===== src/rtl/plru_fill_if.sv =====
// Bundle between the miss-fill controller and its cache datapath / memory port.
// master = controller side, slave = datapath/memory/pseudoLRU side.
interface plru_fill_if #(
  parameter int WAYS_LOG2 = 3,
  parameter int ADDR_W    = 32,
  parameter int LINE_W    = 256
);
  localparam int WAYS = 2**WAYS_LOG2;

  logic                 miss_req;
  logic [ADDR_W-1:0]    miss_addr;
  logic [WAYS_LOG2-1:0] plru_victim;
  logic [WAYS-1:0]      way_valid;
  logic [WAYS-1:0]      way_dirty;
  logic [ADDR_W-1:0]    wb_addr;
  logic [LINE_W-1:0]    wb_data;
  logic [WAYS_LOG2-1:0] sel_way;
  logic                 mem_read;
  logic                 mem_write;
  logic [ADDR_W-1:0]    mem_addr;
  logic [LINE_W-1:0]    mem_wdata;
  logic [LINE_W-1:0]    mem_rdata;
  logic                 mem_resp;
  logic                 fill_we;
  logic [WAYS_LOG2-1:0] fill_way;
  logic [LINE_W-1:0]    fill_data;
  logic                 plru_load;
  logic [WAYS_LOG2-1:0] plru_in;
  logic                 miss_done;

  modport master (
    input  miss_req, miss_addr, plru_victim, way_valid, way_dirty,
           wb_addr, wb_data, mem_rdata, mem_resp,
    output sel_way, mem_read, mem_write, mem_addr, mem_wdata,
           fill_we, fill_way, fill_data, plru_load, plru_in, miss_done
  );

  modport slave (
    output miss_req, miss_addr, plru_victim, way_valid, way_dirty,
           wb_addr, wb_data, mem_rdata, mem_resp,
    input  sel_way, mem_read, mem_write, mem_addr, mem_wdata,
           fill_we, fill_way, fill_data, plru_load, plru_in, miss_done
  );
endinterface


===== src/rtl/plru_fill_ctrl.sv =====
// Miss-fill controller: picks a replacement way, writes back a dirty victim,
// fetches and installs the missing line, then reports the way to pseudoLRU.
module plru_fill_ctrl #(
  parameter int WAYS_LOG2 = 3,
  parameter int ADDR_W    = 32,
  parameter int LINE_W    = 256
) (
  input logic         clk,
  input logic         rst_n,
  plru_fill_if.master bus
);
  localparam int WAYS     = 2**WAYS_LOG2;
  localparam int OFFSET_W = $clog2(LINE_W/8);
  localparam logic [ADDR_W-1:0] LINE_MASK = {{(ADDR_W-OFFSET_W){1'b1}}, {OFFSET_W{1'b0}}};

  localparam logic [2:0] S_IDLE    = 3'd0;
  localparam logic [2:0] S_WB      = 3'd1;
  localparam logic [2:0] S_READ    = 3'd2;
  localparam logic [2:0] S_INSTALL = 3'd3;
  localparam logic [2:0] S_DONE    = 3'd4;

  typedef struct packed {
    logic              rd;
    logic              wr;
    logic [ADDR_W-1:0] addr;
    logic [LINE_W-1:0] wdata;
  } mem_req_t;

  logic [2:0]           state;
  logic [WAYS_LOG2-1:0] sel_way;
  logic [ADDR_W-1:0]    line_addr;
  logic [LINE_W-1:0]    fill_buf;
  logic [WAYS_LOG2-1:0] pick_way;
  logic                 any_invalid;
  logic                 pick_dirty;
  mem_req_t             req;

  // Invalid ways fill first (lowest index wins); otherwise evict the PLRU victim.
  always_comb begin
    pick_way    = bus.plru_victim;
    any_invalid = 1'b0;
    for (int i = WAYS-1; i >= 0; i--) begin
      if (!bus.way_valid[i]) begin
        pick_way    = WAYS_LOG2'(i);
        any_invalid = 1'b1;
      end
    end
    pick_dirty = !any_invalid && bus.way_dirty[bus.plru_victim];
  end

  always_ff @(posedge clk or negedge rst_n) begin
    if (!rst_n) begin
      state     <= S_IDLE;
      sel_way   <= '0;
      line_addr <= '0;
      fill_buf  <= '0;
    end else begin
      case (state)
        S_IDLE: if (bus.miss_req) begin
          sel_way   <= pick_way;
          line_addr <= bus.miss_addr & LINE_MASK;
          state     <= pick_dirty ? S_WB : S_READ;
        end
        S_WB:   if (bus.mem_resp) state <= S_READ;
        S_READ: if (bus.mem_resp) begin
          fill_buf <= bus.mem_rdata;
          state    <= S_INSTALL;
        end
        S_INSTALL: state <= S_DONE;
        S_DONE:    state <= S_IDLE;
        default:   state <= S_IDLE;
      endcase
    end
  end

  // Memory request is a pure decode of state so reset clears it without a clock.
  always_comb begin
    req = '0;
    case (state)
      S_WB: begin
        req.wr    = 1'b1;
        req.addr  = bus.wb_addr & LINE_MASK;
        req.wdata = bus.wb_data;
      end
      S_READ: begin
        req.rd   = 1'b1;
        req.addr = line_addr;
      end
      default: req = '0;
    endcase
  end

  assign bus.mem_read  = req.rd;
  assign bus.mem_write = req.wr;
  assign bus.mem_addr  = req.addr;
  assign bus.mem_wdata = req.wdata;
  assign bus.sel_way   = sel_way;
  assign bus.fill_we   = (state == S_INSTALL);
  assign bus.fill_way  = sel_way;
  assign bus.fill_data = fill_buf;
  assign bus.plru_load = (state == S_INSTALL);
  assign bus.plru_in   = sel_way;
  assign bus.miss_done = (state == S_DONE);
endmodule

===== src/flat_wrapper.sv =====
// flat-port wrapper written by rule: the top's interface ports become plain ports
module plru_fill_ctrl_flat 
#(
  parameter int WAYS_LOG2 = 3,
  parameter int ADDR_W    = 32,
  parameter int LINE_W    = 256
)
  (clk, rst_n, bus_miss_req, bus_miss_addr, bus_plru_victim, bus_way_valid, bus_way_dirty, bus_wb_addr, bus_wb_data, bus_mem_rdata, bus_mem_resp, bus_sel_way, bus_mem_read, bus_mem_write, bus_mem_addr, bus_mem_wdata, bus_fill_we, bus_fill_way, bus_fill_data, bus_plru_load, bus_plru_in, bus_miss_done);
  plru_fill_if #(.WAYS_LOG2(WAYS_LOG2), .ADDR_W(ADDR_W), .LINE_W(LINE_W)) bus_i ();
  input logic clk;
  input logic rst_n;
  input wire logic [$bits(bus_i.miss_req)-1:0] bus_miss_req;
  input wire logic [$bits(bus_i.miss_addr)-1:0] bus_miss_addr;
  input wire logic [$bits(bus_i.plru_victim)-1:0] bus_plru_victim;
  input wire logic [$bits(bus_i.way_valid)-1:0] bus_way_valid;
  input wire logic [$bits(bus_i.way_dirty)-1:0] bus_way_dirty;
  input wire logic [$bits(bus_i.wb_addr)-1:0] bus_wb_addr;
  input wire logic [$bits(bus_i.wb_data)-1:0] bus_wb_data;
  input wire logic [$bits(bus_i.mem_rdata)-1:0] bus_mem_rdata;
  input wire logic [$bits(bus_i.mem_resp)-1:0] bus_mem_resp;
  output wire logic [$bits(bus_i.sel_way)-1:0] bus_sel_way;
  output wire logic [$bits(bus_i.mem_read)-1:0] bus_mem_read;
  output wire logic [$bits(bus_i.mem_write)-1:0] bus_mem_write;
  output wire logic [$bits(bus_i.mem_addr)-1:0] bus_mem_addr;
  output wire logic [$bits(bus_i.mem_wdata)-1:0] bus_mem_wdata;
  output wire logic [$bits(bus_i.fill_we)-1:0] bus_fill_we;
  output wire logic [$bits(bus_i.fill_way)-1:0] bus_fill_way;
  output wire logic [$bits(bus_i.fill_data)-1:0] bus_fill_data;
  output wire logic [$bits(bus_i.plru_load)-1:0] bus_plru_load;
  output wire logic [$bits(bus_i.plru_in)-1:0] bus_plru_in;
  output wire logic [$bits(bus_i.miss_done)-1:0] bus_miss_done;
  assign bus_i.miss_req = bus_miss_req;
  assign bus_i.miss_addr = bus_miss_addr;
  assign bus_i.plru_victim = bus_plru_victim;
  assign bus_i.way_valid = bus_way_valid;
  assign bus_i.way_dirty = bus_way_dirty;
  assign bus_i.wb_addr = bus_wb_addr;
  assign bus_i.wb_data = bus_wb_data;
  assign bus_i.mem_rdata = bus_mem_rdata;
  assign bus_i.mem_resp = bus_mem_resp;
  assign bus_sel_way = bus_i.sel_way;
  assign bus_mem_read = bus_i.mem_read;
  assign bus_mem_write = bus_i.mem_write;
  assign bus_mem_addr = bus_i.mem_addr;
  assign bus_mem_wdata = bus_i.mem_wdata;
  assign bus_fill_we = bus_i.fill_we;
  assign bus_fill_way = bus_i.fill_way;
  assign bus_fill_data = bus_i.fill_data;
  assign bus_plru_load = bus_i.plru_load;
  assign bus_plru_in = bus_i.plru_in;
  assign bus_miss_done = bus_i.miss_done;
  plru_fill_ctrl #(.WAYS_LOG2(WAYS_LOG2), .ADDR_W(ADDR_W), .LINE_W(LINE_W)) u_core (.clk(clk), .rst_n(rst_n), .bus(bus_i));
endmodule

===== config.mk =====
export PLATFORM = sky130hd
export DESIGN_NAME = plru_fill_ctrl_flat
export DESIGN_NICKNAME = d
export VERILOG_FILES = /design/src/rtl/plru_fill_if.sv /design/src/rtl/plru_fill_ctrl.sv /design/src/flat_wrapper.sv
export SDC_FILE = /design/constraint.sdc
export NUM_CORES = 1
export LEC_CHECK = 0
export ABC_AREA = 1
export CORE_AREA = 2 2 453 455
export DETAILED_ROUTE_END_ITERATION = 12
export DIE_AREA = 0 0 455 457
export PLACE_DENSITY = 0.3
export SKIP_LAST_GASP = 1
export SYNTH_ARGS = -nofsm -noshare
export SYNTH_HDL_FRONTEND = slang
export SYNTH_SLANG_ARGS = --single-unit

===== constraint.sdc =====
create_clock -name clk -period 1.9 [get_ports clk]
set_input_delay 0.38 -clock clk [delete_from_list [all_inputs] [get_ports clk]]
set_output_delay 0.38 -clock clk [all_outputs]
set_load 0.01 [all_outputs]

* Yosys cells after proc, flatten, opt, wreduce, memory -nomap -nowiden
Index checks and enable logic that the tools add are counted.
Storage, ports and cells: flip-flop bits (word level) 289, input bits 599
Operators by class: order comparisons 1, equality and inequality tests 7, multiplexer cells 27, reduce and logical (&&, ||, !) cells 6
Operators with widths (count):
- $mux W256 | 1
- $pmux W32 S2 | 1
- $mux W3 | 11
- $pmux W3 S4 | 1
- $mux W1 | 11
- $eq A3 B2 Y1 const B | 2
- $ne A2 B2 Y1 const B | 3
- $lt A3 B4 Y1 const B | 1
- $reduce_and A2 Y1 | 2
- $bmux W1 S3 | 1
- $eq A3 B1 Y1 const B | 1
- $eq A3 B3 Y1 const B | 1
- $logic_not A3 Y1 | 1
- $reduce_and A3 Y1 | 1
- $mux W2 | 1
- $logic_and A1 B1 Y1 | 1
- $logic_not A1 Y1 | 1

* Logic depth before layout (Yosys ltp)
Gate-level depths: netlist of run 1.
depth in word-level cells 13, mapped depth 10

* Least setup slack after synthesis of run 1
No wires, ideal clock.
kind reg-to-output, from register u_core.state[2], to output port bus_mem_addr[10], arrival 1.268 ns, required time 1.520 ns, setup slack 0.252 ns, stages on the path, launching flop included 6, buffers on the path 1, path through dfrtp_1 -> inv_1 -> nand3_1 -> inv_1 -> clkbuf_1 -> a22o_1
Between the ends: cells in the longest elaborated chain, start to end 2
Ends and longest elaborated chain:
- from (decl) | RTL line plru_fill_ctrl.sv:29 | logic [2:0] state;
- from (signal assigned) | RTL line plru_fill_ctrl.sv:62 | state <= pick_dirty ? S_WB : S_READ;
- $eq A3 B2 Y1 or $eq A3 B1 Y1 (tied branches) | RTL line plru_fill_ctrl.sv:79 | case (state)
- $pmux W32 S2 * | RTL line plru_fill_ctrl.sv:79
- to (decl) | RTL line flat_wrapper.sv:24 | output wire logic [$bits(bus_i.mem_addr)-1:0] bus_mem_addr;
Every way passes the cells marked *; elsewhere a longest branch is shown, timed or not.

* Worst setup path after layout of run 1
from register u_core.state[1], to output port bus_mem_wdata[55]
Between the ends: cells in the longest elaborated chain, start to end 2
Ends and longest elaborated chain:
- $eq A3 B1 Y1 | RTL line plru_fill_ctrl.sv:79
- $mux W256 | RTL line plru_fill_ctrl.sv:79
- to (decl) | RTL line flat_wrapper.sv:25 | output wire logic [$bits(bus_i.mem_wdata)-1:0] bus_mem_wdata;
No other way between the ends.

==> flow_summary.ini, run 1 <==
[run_status]
outcome = finished with violations
violations = setup timing

[yosys]
synth-seq-cells = 289
yosys_warnings = 0
netlist_instances = 1320
synth_area_um2 = 14400
synth_seq_area_share_pct = 50.4
synth.avg_cell_area_um2 = 10.9
ys_types = 22

[placement]
io_buffer_count = 1141
dp_hpwl_mm = 113
gp_congestion = 0.881

[floorplanning]
fp.dieH_um = 457
row_count = 166
io_pins = 1157
start_util_pct = 7.06
dieArea_um2 = 208000
dieWidth_um = 455
coreArea_um2 = 203000

[flow_run]
maxCapViolCount = 0

[timing]
worstMarginPinSlew_ns = 0.857
timing.final.hold_violations = 0
period_minus_slack_ns = 2.42
finalCritPeriodShare_pct = 128
drv_slew = 0
relSlewSlack_pct = 42.7
finalSetupTns_ns = -161.86
max_freq_ghz = 0.413
worst_slack_ns = -0.523
whs_ns = 0.300
rsz0062_at_grt = true
setup_viol = 650
skew_ns = 0.0266

[setup_path]
cp.required_ns = 1.52
crit_top_cell = buf_12
crit_chain = inv_2, nand3_4, buf_12, buf_12, buf_16, nor2_1, buf_4, buf_12
arrival_ns = 2.04
cp_max_fo = 8
critical-path-slowest-cell = dfrtp_1
slowest_delay_ns = 0.39
worstSetupStartpointType = flip-flop
crit_path_end_kind = output pin
crit_type = flip-flop to output pin

[detailed_routing]
viasPerCell = 2.75
num_vias = 14700
routedWlPerCell_um = 24.9
drtIter0Drc = 430
postRouteAntennaNets = 0
first_pass_iters = 4
remaining_drc_errors = 0
wirelength_mm = 133

[clock_tree]
cts_root_buffer = clkbuf_16
clk_latency_ns = 0.60
cts_tree = built
clk_pin_slew_ns = 0.06
cts_sinks = 289
htreeDepth = 2
clockBufferDepth = 3
cts_buffers = 42

[global_routing]
antenna_found_initial = 69
grt_pass1_vias = 15400
overflow = 0
grt_pass1_wl_mm = 164
grt_max_degree = 46
grt_usage_pct = 12.0

[power]
p_leak_nw = 15.5
ir_drop_mv = 0.508
p_per_area_nw_per_um2 = 1430
power_w = 0.0487

[hold_path]
holdCritPathClass = input pin to async pin

[layout]
n_fill_cell = 22800
final_net_count = 3204
syn_to_final_growth_pct = 138
drive_gt1_share_pct = 36.4
-- placed cells by master (no fill, tap or decap), types with 55 or more instances in the layout --
cell / synthesis / final
clkdlybuf4s50_1: 0 / 851
dfrtp_1: 289 / 288
inv_1: 269 / 266
mux2_4: 240 / 240
buf_12: 0 / 119
nor2_4: 0 / 116
nand2_1: 111 / 111
nor2_1: 263 / 111
buf_4: 12 / 101
buf_6: 27 / 95
buf_2: 6 / 75
clkbuf_16: 0 / 55
-- per-stage QoR --
stage                     area [um2]  cells  worst slack (ns)  util [%]
after global routing           34100   5326            -0.624      16.8
after floorplan                14400   1324             0.252         -
after CTS                      32600   5287            -0.641      16.0
after global placement         30600   5181            -0.527      15.0
after detailed placement       30600   5181            -0.491      15.0
final                          34100   5337            -0.523      16.8
-- worst paths after layout --
| kind | to | slack (ns) | depth (start not counted) | from |
|---|---|---|---|---|
| max | bus_mem_wdata[55] | -0.52 | 8 | u_core.state[1]$_DFFE_PN0P_ |
| min | u_core.bus.fill_data[248]$_DFFE_PN0P_ | 0.30 | 2 | rst_n |
| max reg2reg | u_core.bus.fill_data[152]$_DFFE_PN0P_ | -0.24 | 9 | u_core.state[0]$_DFFE_PN0P_ |
| min reg2reg | u_core.line_addr[9]$_DFFE_PN0P_ | 0.48 | 2 | u_core.line_addr[9]$_DFFE_PN0P_ |
| max in group asynchronous | u_core.bus.fill_data[212]$_DFFE_PN0P_ | 0.94 | 3 | rst_n |
| min in group clk | u_core.line_addr[21]$_DFFE_PN0P_ | 0.33 | 3 | bus_miss_addr[21] |
-- report_power, final --
| part | internal [W] | total, W | switching [W] | leakage [nW] |
|---|---|---|---|---|
| clock network | 0.00495 | 0.00829 | 0.00333 | 0.699 |
| logic | 0.0166 | 0.0290 | 0.0124 | 11.3 |
| registers | 0.00934 | 0.0115 | 0.00213 | 3.43 |
| total | 0.0309 | 0.0487 | 0.0178 | 15.5 |
-- cells by family after synthesis --
group	share of synthesized area [%]
and+or+nand+nor	10.3
buffers and inverters	11.0
DFF	50.4
muxes	26.4
AOI/OAI and AO/OA	1.93
other	0.0261
-- state kept, by name (all words and copies together), names as in the netlist --
signal                cells
u_core.bus.fill_data    256
u_core.bus.fill_way       3
u_core.line_addr         27
u_core.state              3
-- layout make-up --
cell class                      count  area (um2)  area share (%)
Timing Repair Buffer             1315       14400            42.1
Sequential cell                   289        7230            21.2
Multi-Input combinational cell    686        6690            19.6
Tap cell                         2688        3360            9.86
Clock buffer                       61        1240            3.64
Inverter                          271        1020            3.00
Clock inverter                     14         180           0.528
Antenna cell                       13        32.5          0.0953
-- cells in the mapped netlist --
cell / number / share of area (%)
dfrtp_1: 289 / 50
inv_1: 269 / 7.0
nor2_1: 263 / 6.9
mux2_4: 240 / 25
nand2_1: 111 / 2.9
clkbuf_1: 32 / 0.84
a22o_1: 27 / 1.6
buf_6: 27 / 2.1
mux2_2: 16 / 1.3
buf_4: 12 / 0.63
nand3_1: 10 / 0.35
buf_2: 6 / 0.21
buf_1: 3 / 0.078
nand4_1: 3 / 0.13
o21ai_0: 3 / 0.10
a21oi_1: 2 / 0.070
inv_2: 2 / 0.052
a22oi_1: 1 / 0.052
conb_1: 1 / 0.026
nand2_2: 1 / 0.044
nor3_1: 1 / 0.035
o31ai_1: 1 / 0.052
-- critical path, delay by kind of cell (launching register included) --
family / cells / cell delay [ns]
DFF: 1 / 0.39
and+or+nand+nor: 2 / 0.18
buffers and inverters: 6 / 0.84
-- layer usage --
metal	up-vias	global-route usage, %	wire (um)
li1	6649	-	-
met1	7089	11.9	45400
met2	726	23.3	71700
met3	168	4.46	12200
met4	62	2.41	3450
met5	-	0	391
-- timing repair --
action | CTS | global route
pin swaps | 9 | 18
gates cloned | 13 | 17
gates resized for setup | 802 | 431
buffers inserted | 20 | 20
endpoints found under the hold margin | 27 | 0
hold buffers | 1 | 0
endpoints found under the setup margin | 807 | 806
Note: power is estimated with default switching activity, not from simulation.
==> run 2: changes to the inputs <==
--- a/config.mk
+++ b/config.mk
@@ -10,7 +10,6 @@
 export DETAILED_ROUTE_END_ITERATION = 12
 export DIE_AREA = 0 0 455 457
 export PLACE_DENSITY = 0.3
-export SKIP_LAST_GASP = 1
 export SYNTH_ARGS = -nofsm -noshare
 export SYNTH_HDL_FRONTEND = slang
 export SYNTH_SLANG_ARGS = --single-unit
==> run 2 against run 1 <==
Compared with the run above:
- the flow still finishes with violations (setup timing)
- sequential cell count did not move
- largest power group unchanged
- via count rose by 0.40%
- worst hold slack improved by 0.00092 ns
- clock skew barely moved
==> flow_summary.ini, run 2 (synthesis gave the netlist of run 1 again) <==
[run_status]
outcome = finished with violations
violations = setup timing

[clock_tree]
clockBufferDepth = 3
htreeDepth = 2
cts_buffers = 42
cts_sinks = 289
clk_latency_ns = 0.60
cts_tree = built
cts_root_buffer = clkbuf_16
clk_pin_slew_ns = 0.06

[setup_path]
r2r_start = u_core.state[0]$_DFFE_PN0P_
arrival_ns = 2.07
reg2reg_to = u_core.bus.fill_data[152]$_DFFE_PN0P_
cp.required_ns = 1.52
worstSetupStartpointType = flip-flop
reg2regPathDepth = 9
cp_max_fo = 10
crit_type = flip-flop to output pin
crit_path_end_kind = output pin
reg2reg_slack_ns = -0.22

[power]
p_per_area_nw_per_um2 = 1430
p_leak_nw = 15.5
ir_drop_mv = 0.507

[placement]
dp_hpwl_mm = 113
io_buffer_count = 1141
gp_congestion = 0.881

[global_routing]
overflow = 0
grt_max_degree = 46
antenna_found_initial = 74
grt_pass1_vias = 15500
grt_pass1_wl_mm = 164
grt_usage_pct = 12.0

[detailed_routing]
postRouteAntennaNets = 0
first_pass_iters = 4
viasPerCell = 2.76
routedWlPerCell_um = 24.9
wirelength_mm = 133
drtIter0Drc = 402
remaining_drc_errors = 0
num_vias = 14800

[layout]
n_fill_cell = 22800
final_cell_mix = clkdlybuf4s50_1, dfrtp_1, inv_1, mux2_4
syn_to_final_growth_pct = 137
final_net_count = 3204
final_common_cell = clkdlybuf4s50_1
drive_gt1_share_pct = 37.6
largest_register_ffs = 256

[timing]
setup_viol = 646
timing.final.hold_violations = 0
worstMarginPinSlew_ns = 0.830
drv_slew = 0
whs_ns = 0.300
max_freq_ghz = 0.409
finalSetupTns_ns = -159.75
relSlewSlack_pct = 44.5
worst_slack_ns = -0.548
rsz0062_at_grt = true
skew_ns = 0.0263
finalCritPeriodShare_pct = 129
period_minus_slack_ns = 2.45

[floorplanning]
dieWidth_um = 455
io_pins = 1157
start_util_pct = 7.06
fp.dieH_um = 457
coreArea_um2 = 203000
row_count = 166
dieArea_um2 = 208000

[flow_run]
maxCapViolCount = 0

[hold_path]
holdCritPathClass = input pin to async pin
==> run 2: cell count changes in the layout (fill, tap and decap cells not counted), sizes merged <==
cell / change
clkdlybuf4s15: -19
diode: +1
buf: +29
bufbuf: -1
clkbuf: -9
==> run 2: timing repair <==
item / CTS / global route
pin swaps: 9 / 15
endpoints found under the setup margin: 807 / 806
buffers inserted: 20 / 19
gates cloned: 13 / 19
hold buffers: 1 / 0
hold endpoints to repair: 27 / 0
resized for setup: 923 / 374
==> run 2: cell type report <==
class                   instances  area, um2  share of cell area [%]
repair buffers               1315      14200                    41.8
flip-flops and latches        289       7230                    21.2
multi-input cells             686       6750                    19.8
well taps                    2688       3360                    9.87
clock buffers                  61       1240                    3.65
inverters                     271       1020                    3.00
clock inverters                14        180                   0.529
diodes                         14       35.0                   0.103
==> run 2: worst max-delay path: stages (launching register included) <==
cell,delay [ns]
dfrtp_2,0.44
nand3_4,0.11
buf_6,0.11
clkinvlp_4,0.11
buf_8,0.17
buf_4,0.14
a22o_1,0.24
buf_4,0.17
==> run 2: layer usage <==
| metal | vias up | share of wire (%) | GRT usage (%) |
|---|---|---|---|
| met5 | - | 0.30 | 0 |
| met4 | 64 | 2.1 | 2.41 |
| met3 | 158 | 8.8 | 4.45 |
| met2 | 723 | 54 | 23.3 |
| met1 | 7165 | 34 | 11.9 |
| li1 | 6643 | - | - |
==> run 2: stage by stage <==
| step | power, W | instances | util [%] | worst slack, ns | cell area (um2) |
|---|---|---|---|---|---|
| after floorplan | 0.0214 | 1324 | - | 0.252 | 14400 |
| after CTS | 0.0479 | 5287 | 16.2 | -0.641 | 32900 |
| after detailed placement | 0.0376 | 5181 | 15.0 | -0.491 | 30600 |
| after global routing | 0.0512 | 5326 | 16.7 | -0.638 | 34000 |
| after global placement | 0.0377 | 5181 | 15.0 | -0.527 | 30600 |
| final | 0.0486 | 5338 | 16.8 | -0.548 | 34100 |
==> run 2: how the worst max path moves through the flow <==
stage	startpoint	end	slack, ns	cells past startpoint
final	u_core.state[0]$_DFFE_PN0P_	bus_mem_addr[22]	-0.55	7
after detailed placement	u_core.state[2]$_DFFE_PN0P_	bus_mem_addr[11]	-0.49	6
after CTS	u_core.state[1]$_DFFE_PN0P_	bus_mem_wdata[68]	-0.64	8
after global placement	u_core.state[2]$_DFFE_PN0P_	bus_mem_addr[11]	-0.53	6
after global routing	u_core.state[1]$_DFFE_PN0P_	bus_mem_wdata[32]	-0.64	8
after floorplan	u_core.state[2]$_DFFE_PN0P_	bus_mem_addr[10]	0.25	5
==> run 2: power by group <==
part           internal (W)  total [W]  switching [W]
clock network       0.00495    0.00828        0.00333
registers           0.00934     0.0115        0.00213
logic                0.0165     0.0289         0.0124
